## config.mk

```make
export PLATFORM = sky130hd
export DESIGN_NAME = baseband_rx_offchip_streamer
export DESIGN_NICKNAME = d
export VERILOG_FILES = /design/src/rtl/baseband_offchip_pkg.sv /design/src/rtl/bb_sample_fifo.sv /design/src/rtl/baseband_rx_offchip_streamer.sv
export SDC_FILE = /design/constraint.sdc
export NUM_CORES = 1
export LEC_CHECK = 0
export ABC_AREA = 1
export CAP_MARGIN = 30
export CORE_AREA = 10 10 229 231
export DETAILED_ROUTE_END_ITERATION = 8
export DIE_AREA = 0 0 239 241
export GPL_ROUTABILITY_DRIVEN = 0
export GPL_TIMING_DRIVEN = 0
export PLACE_DENSITY = 0.51
export SLEW_MARGIN = 20
export SYNTH_ARGS = -nofsm -noshare
export SYNTH_HDL_FRONTEND = slang
export SYNTH_HIERARCHICAL = 1
export SYNTH_SLANG_ARGS = --single-unit
```

## constraint.sdc

```tcl
create_clock -name clock -period 6 [get_ports clock]
set_input_delay 1.2 -clock clock [delete_from_list [all_inputs] [get_ports clock]]
set_output_delay 1.2 -clock clock [all_outputs]
set_load 0.05 [all_outputs]
```

## src/rtl/baseband_offchip_pkg.sv

```systemverilog
// rtl/baseband_offchip_pkg.sv - shared types and constants for the RX off-chip streamer
package baseband_offchip_pkg;

    typedef enum logic [1:0] {
        MODE_ADC = 2'd0,
        MODE_CNT = 2'd1,
        MODE_FIX = 2'd2,
        MODE_RSV = 2'd3
    } mode_e;

    localparam logic [7:0] PAT_A5     = 8'hA5;
    localparam logic [7:0] PAT_5A     = 8'h5A;
    localparam int         MAX_DATA_W = 64;

    function automatic int word_w(input int data_w);
        return 2 * data_w;
    endfunction

    function automatic int chunks(input int data_w, input int lanes);
        return (2 * data_w) / lanes;
    endfunction

    // Byte pattern replicated across the widest supported sample; callers keep the low bits.
    function automatic logic [MAX_DATA_W-1:0] rep_byte(input logic [7:0] b);
        logic [MAX_DATA_W-1:0] r;
        r = '0;
        for (int k = 0; k < MAX_DATA_W / 8; k++) begin
            r[k*8 +: 8] = b;
        end
        return r;
    endfunction

endpackage

```

## src/rtl/bb_sample_fifo.sv

```systemverilog
// rtl/bb_sample_fifo.sv - synchronous sample FIFO with wrap-bit pointers
module bb_sample_fifo #(
    parameter int WIDTH = 16,
    parameter int DEPTH = 16
) (
    input  logic                     clock,
    input  logic                     reset,
    input  logic                     push,
    input  logic [WIDTH-1:0]         wdata,
    input  logic                     pop,
    output logic [WIDTH-1:0]         rdata,
    output logic                     full,
    output logic                     empty,
    output logic [$clog2(DEPTH):0]   level
);
    localparam int AW = $clog2(DEPTH);

    if ((DEPTH < 2) || ((1 << AW) != DEPTH)) begin : g_bad_depth
        $error("bb_sample_fifo: DEPTH must be a power of 2 and >= 2");
    end

    logic [AW:0]      wr_q, wr_d;
    logic [AW:0]      rd_q, rd_d;
    logic [WIDTH-1:0] mem_q [DEPTH];
    logic [WIDTH-1:0] mem_d [DEPTH];

    // A push while full is legal only alongside a pop; the slot being read is the one overwritten.
    always_comb begin
        mem_d = mem_q;
        wr_d  = wr_q;
        rd_d  = rd_q;
        if (push) begin
            mem_d[wr_q[AW-1:0]] = wdata;
            wr_d                = wr_q + 1'b1;
        end
        if (pop) begin
            rd_d = rd_q + 1'b1;
        end
    end

    always_ff @(posedge clock or negedge reset) begin
        if (!reset) begin
            wr_q <= '0;
            rd_q <= '0;
            for (int k = 0; k < DEPTH; k++) begin
                mem_q[k] <= '0;
            end
        end else begin
            wr_q  <= wr_d;
            rd_q  <= rd_d;
            mem_q <= mem_d;
        end
    end

    assign rdata = mem_q[rd_q[AW-1:0]];
    assign empty = (wr_q == rd_q);
    assign full  = (wr_q[AW] != rd_q[AW]) && (wr_q[AW-1:0] == rd_q[AW-1:0]);
    assign level = wr_q - rd_q;

endmodule

```

## src/rtl/baseband_rx_offchip_streamer.sv

```systemverilog
// rtl/baseband_rx_offchip_streamer.sv - decimating I/Q capture, FIFO and narrow-lane off-chip serializer
module baseband_rx_offchip_streamer
    import baseband_offchip_pkg::*;
#(
    parameter int DATA_W  = 8,
    parameter int DEPTH   = 16,
    parameter int LANES   = 1,
    parameter int DECIM_W = 8,
    parameter int DROP_W  = 16
) (
    input  logic                     clock,
    input  logic                     reset,
    input  logic                     en,
    input  logic [1:0]               mode,
    input  logic [DECIM_W-1:0]       decim,
    input  logic [DATA_W-1:0]        rx_i_data,
    input  logic [DATA_W-1:0]        rx_q_data,
    input  logic                     out_ready,
    output logic                     out_valid,
    output logic [LANES-1:0]         out_bits,
    output logic                     out_sof,
    input  logic                     clear_ovf,
    output logic                     overflow,
    output logic [DROP_W-1:0]        drop_count,
    output logic [$clog2(DEPTH):0]   fifo_level
);
    localparam int WORD_W = word_w(DATA_W);
    localparam int CHUNKS = chunks(DATA_W, LANES);
    localparam int IDX_W  = (CHUNKS > 1) ? $clog2(CHUNKS) : 1;

    if ((WORD_W % LANES) != 0) begin : g_bad_lanes
        $error("baseband_rx_offchip_streamer: LANES must divide 2*DATA_W");
    end
    if (DATA_W > MAX_DATA_W) begin : g_bad_data_w
        $error("baseband_rx_offchip_streamer: DATA_W too wide for the fixed pattern");
    end

    localparam logic [MAX_DATA_W-1:0] FIX_I_FULL = rep_byte(PAT_A5);
    localparam logic [MAX_DATA_W-1:0] FIX_Q_FULL = rep_byte(PAT_5A);
    localparam logic [DATA_W-1:0]     FIX_I      = FIX_I_FULL[DATA_W-1:0];
    localparam logic [DATA_W-1:0]     FIX_Q      = FIX_Q_FULL[DATA_W-1:0];

    logic [DECIM_W-1:0] cnt_q, cnt_d;
    logic [DATA_W-1:0]  pc_q, pc_d;
    logic               strobe;
    logic [WORD_W-1:0]  sample;

    logic               fifo_full, fifo_empty, fifo_push, fifo_pop, drop;
    logic [WORD_W-1:0]  fifo_head;

    logic [WORD_W-1:0]  shift_q, shift_d;
    logic [IDX_W-1:0]   idx_q, idx_d;
    logic               valid_q, valid_d;
    logic               hs, last_chunk, load;

    logic               overflow_q, overflow_d;
    logic [DROP_W-1:0]  drop_cnt_q, drop_cnt_d;

    // Greater-or-equal compare lets a mid-count reduction of decim wrap on the next cycle.
    always_comb begin
        cnt_d  = cnt_q;
        pc_d   = pc_q;
        strobe = 1'b0;
        if (!en) begin
            cnt_d = '0;
            pc_d  = '0;
        end else if (cnt_q >= decim) begin
            strobe = 1'b1;
            cnt_d  = '0;
            pc_d   = pc_q + 1'b1;
        end else begin
            cnt_d = cnt_q + 1'b1;
        end
    end

    always_comb begin
        case (mode_e'(mode))
            MODE_CNT: sample = {~pc_q, pc_q};
            MODE_FIX: sample = {FIX_Q, FIX_I};
            default:  sample = {rx_q_data, rx_i_data};
        endcase
    end

    assign drop      = strobe && fifo_full && !fifo_pop;
    assign fifo_push = strobe && !drop;

    bb_sample_fifo #(
        .WIDTH (WORD_W),
        .DEPTH (DEPTH)
    ) u_fifo (
        .clock (clock),
        .reset (reset),
        .push  (fifo_push),
        .wdata (sample),
        .pop   (fifo_pop),
        .rdata (fifo_head),
        .full  (fifo_full),
        .empty (fifo_empty),
        .level (fifo_level)
    );

    assign hs         = valid_q && out_ready;
    assign last_chunk = (idx_q == IDX_W'(CHUNKS - 1));
    assign load       = (!valid_q || (hs && last_chunk)) && !fifo_empty;
    assign fifo_pop   = load;

    // Reload on the final handshake keeps words back to back; otherwise drop to idle with zeroed bits.
    always_comb begin
        shift_d = shift_q;
        idx_d   = idx_q;
        valid_d = valid_q;
        if (load) begin
            shift_d = fifo_head;
            idx_d   = '0;
            valid_d = 1'b1;
        end else if (hs) begin
            if (last_chunk) begin
                shift_d = '0;
                idx_d   = '0;
                valid_d = 1'b0;
            end else begin
                shift_d = shift_q >> LANES;
                idx_d   = idx_q + 1'b1;
            end
        end
    end

    // A drop coinciding with a clear counts against the freshly cleared counter.
    always_comb begin
        overflow_d = overflow_q;
        drop_cnt_d = drop_cnt_q;
        if (clear_ovf) begin
            overflow_d = 1'b0;
            drop_cnt_d = '0;
        end
        if (drop) begin
            overflow_d = 1'b1;
            if (!(&drop_cnt_d)) begin
                drop_cnt_d = drop_cnt_d + 1'b1;
            end
        end
    end

    always_ff @(posedge clock or negedge reset) begin
        if (!reset) begin
            cnt_q      <= '0;
            pc_q       <= '0;
            shift_q    <= '0;
            idx_q      <= '0;
            valid_q    <= 1'b0;
            overflow_q <= 1'b0;
            drop_cnt_q <= '0;
        end else begin
            cnt_q      <= cnt_d;
            pc_q       <= pc_d;
            shift_q    <= shift_d;
            idx_q      <= idx_d;
            valid_q    <= valid_d;
            overflow_q <= overflow_d;
            drop_cnt_q <= drop_cnt_d;
        end
    end

    assign out_valid  = valid_q;
    assign out_bits   = shift_q[LANES-1:0];
    assign out_sof    = valid_q && (idx_q == '0);
    assign overflow   = overflow_q;
    assign drop_count = drop_cnt_q;

endmodule
```

==> impl_results.md, run 1 <==
* Status: complete, no violations
* Layout cells sized above 1 at 8.63%
* Seq/Total Area, Yosys at 48.2%
* Layout area overhead at 16.6%
* Largest net degree at the start of global routing at 92
* P_sw at 2.85 mW
* CP startpoint kind: flip-flop
* Final Routed Wirelength at 59400 um
* GRT overflow at 0
* Number of distinct library cells after synthesis at 38
* Hold Vio Cnt, Final at 0
* Yosys warning count at 6
* DR vias at 15100
* Antenna violations before repair at 0
* Num CTS Buffers at 40
* Synthesized net count at 2280
* PostCTS Resize Cnt at 0
* Post-CTS setup buffers at 0
* Post-synth EDFFs at 0
* Layout Skew at 7.86 ps
* Clock power frac at 34.6%
* TritonCTS clock tree: yes
* Synth Instances at 2224
* Crit path capture type: output pin
* P per Cell Area at 377 nW/um2
* Final TNS setup at 0 ps
* Final HPWL DP at 42100 um
* Initial core utilization at 35.0%
* DRT antenna net count at 0
* Syn Area/Cell at 7.47 um2
* Combinational fraction of design power at 33.4%
* Crit share post-route at 79.8%
* Relative slew margins at 35.9%
* Drt pass-1 iters at 8
* Top FF cell, synth: dfrtp_1
* Static leakage at 9.41 nW
* Final design utilization at 40.8%
* Max FO, Critical Path at 10
* ANT cells at 0
* Worst-Skew Late Latency at 550 ps
* GR Util All Layers at 21.0%
* Fin cells at 2967
* Maximum vdd ir drop at 0.197 mV
* IO Pins at 56
* DIE HEIGHT at 241 um
* Root buf cell: clkbuf_16
* # port buffers at 53
* Max Clock Freq at 209 MHz
* CTS Hold Buffers Added at 0
* Hold path depth at 2
* Crit Path Class: flip-flop to output pin
* Net Sw Frac at 38.9%
* Setup WS post-layout at 1210 ps
* Placed instance count at 2896
* Most common cell after layout, fill and taps aside: nand2_1
* Worst reg2reg setup slack at 1540 ps
* Pre-CTS WS at 1270 ps
* Int Power at 4.46 mW
* FF-to-FF path depth at 18
* Commonest cells after routing, fill and taps aside: nand2_1, dfrtp_1, inv_1
* # DRC at 0
* Post-layout net count at 2379
* Endpoints failing setup at 0
* Row count at 80
* Die area at 57600 um2
* Total of max-cap violations at 0
* Die width at 239 um
* Placeable Area at 47500 um2
* WP data required at 4800 ps
* Worst-path clk slew at 60 ps
* Slew Viols, Final at 0
* Fraction of registers with async set/reset at 100%
* First-pass GRT wire length at 91300 um
* Synthesized cell area at 16600 um2
* Worst hold path type: flip-flop to flip-flop
* DRT iter0 DRCs at 1476
* Register bit total from synthesis at 320
* Longest Clk Path Bufs at 3
* H-tree depth at 2
* Sequential Power Share at 32.1%
* Clock sink total at 320
* Worst EP arrival at 3590 ps
* Minimum clock period at 4790 ps
* Fin area at 19400 um2
* Vias in the first global route at 14800
* RSZ-0062 raised after global routing: no
* Routed WL per cell at 20.0 um
* Slew @ Worst Pin at 962 ps
* Routed vias/inst at 5.09
* # fillers at 4957
* Placed cell areas at 18000 um2
==> power by group through the flow <==
stage | clock [mW] | sequential (mW) | combinational [mW]
2_1_floorplan | 0 | 2.38 | 1.35
3_3_place_gp | 0 | 2.38 | 2.37
3_5_place_dp | 0 | 2.38 | 2.38
4_1_cts | 2.58 | 2.34 | 2.39
5_1_grt | 2.67 | 2.36 | 2.61
6_report | 2.53 | 2.34 | 2.44
==> worst max-delay path, cell delays in order, from the launching register on <==
cell             delay (ps)
dfrtp_1                 320
buf_2                   210
clkinv_1                260
clkbuf_1                400
ha_1                    500
nand2_1                  70
o21ai_0                 210
xor2_1                  220
clkdlybuf4s50_1         840
==> worst paths after layout <==
check,to,startpoint
max,fifo_level[3],u_fifo/rd_q[2]
min,u_fifo/mem_q[120],u_fifo/mem_q[120]
max reg2reg,u_fifo/mem_q[126],u_fifo/rd_q[2]
min reg2reg,u_fifo/mem_q[120],u_fifo/mem_q[120]
max in group asynchronous,u_fifo/mem_q[205],reset
min in group asynchronous,cnt_q[7],reset
==> final cells by class <==
class | instances | area [um2] | area share (%)
buffer | 135 | 669 | 3.45
timing repair buffer | 57 | 623 | 3.21
sequential | 320 | 8010 | 41.3
clock buffer | 62 | 1220 | 6.32
clock inverter | 9 | 148 | 0.762
tap | 615 | 769 | 3.97
multi-input combinational | 1475 | 6840 | 35.3
inverter | 294 | 1110 | 5.72
==> metrics by stage <==
step / total power, mW / hold slack [ps]
floorplan: 3.73 / 453
global placement: 4.75 / 465
detailed placement: 4.76 / 471
CTS: 7.31 / 487
global route: 7.63 / 499
finish: 7.31 / 481
==> cell usage after synthesis, drive strengths merged, types with 2 or more instances <==
cell      n  area [um2]
nand2   785        2980
dfrtp   320        8010
inv     290        1090
o21ai   286        1430
nand3   236        1240
buf      89         497
nor2     67         314
clkbuf   46         173
ha       24         300
a31oi    15        93.8
xor2     14         123
nand4    12        90.1
a21oi     8        40.0
o211ai    8        60.1
nor3      6        30.0
clkinv    4        20.0
xnor2     4        35.0
o22ai     2        12.5
or2       2        12.5
==> kinds of logic (layout without fill, tap and decap cells) <==
family | after synthesis | in the layout | share of synthesized area, %
compound gates | 321 | 321 | 9.95
xor+xnor | 18 | 18 | 0.948
fa+ha+maj | 25 | 25 | 1.93
buf+inv | 429 | 557 | 10.7
flops | 320 | 320 | 48.2
simple gates | 1111 | 1111 | 28.3
==> registers in the layout, summed over array words and instances (netlist names) <==
signal,cells
idx_q,4
drop_count,16
pc_q,8
out_valid,1
cnt_q,8
u_fifo/mem_q,256
overflow,1
shift_q,16
u_fifo/rd_q,5
u_fifo/wr_q,5
==> metal layers <==
| layer | global-route usage (%) | routed length, um | up-vias |
|---|---|---|---|
| met1 | 28.5 | 26500 | 7320 |
| met4 | 7.93 | 2030 | 0 |
| met5 | 0 | 0 | - |
| met2 | 32.8 | 26600 | 517 |
| met3 | 3.67 | 4340 | 107 |
| li1 | - | - | 7154 |
(Power assumes the default switching activity.)
==> run 2: changes to the inputs <==
==> constraint.sdc (replaced) <==
create_clock -name clock -period 4.95 [get_ports clock]
set_input_delay 0.99 -clock clock [delete_from_list [all_inputs] [get_ports clock]]
set_output_delay 0.99 -clock clock [all_outputs]
set_load 0.05 [all_outputs]
==> results of run 2 <==
The final DEF is identical to that of run 1. Status: complete, no violations.
Among the figures that moved: setup slack after placement 1270 ps -> 429 ps; setup slack after layout 1210 ps -> 371 ps; hold slack 481 ps -> 400 ps; register-to-register setup slack 1540 ps -> 490 ps; total power 7.31 mW -> 8.86 mW; worst IR drop on VDD 0.197 mV -> 0.239 mV
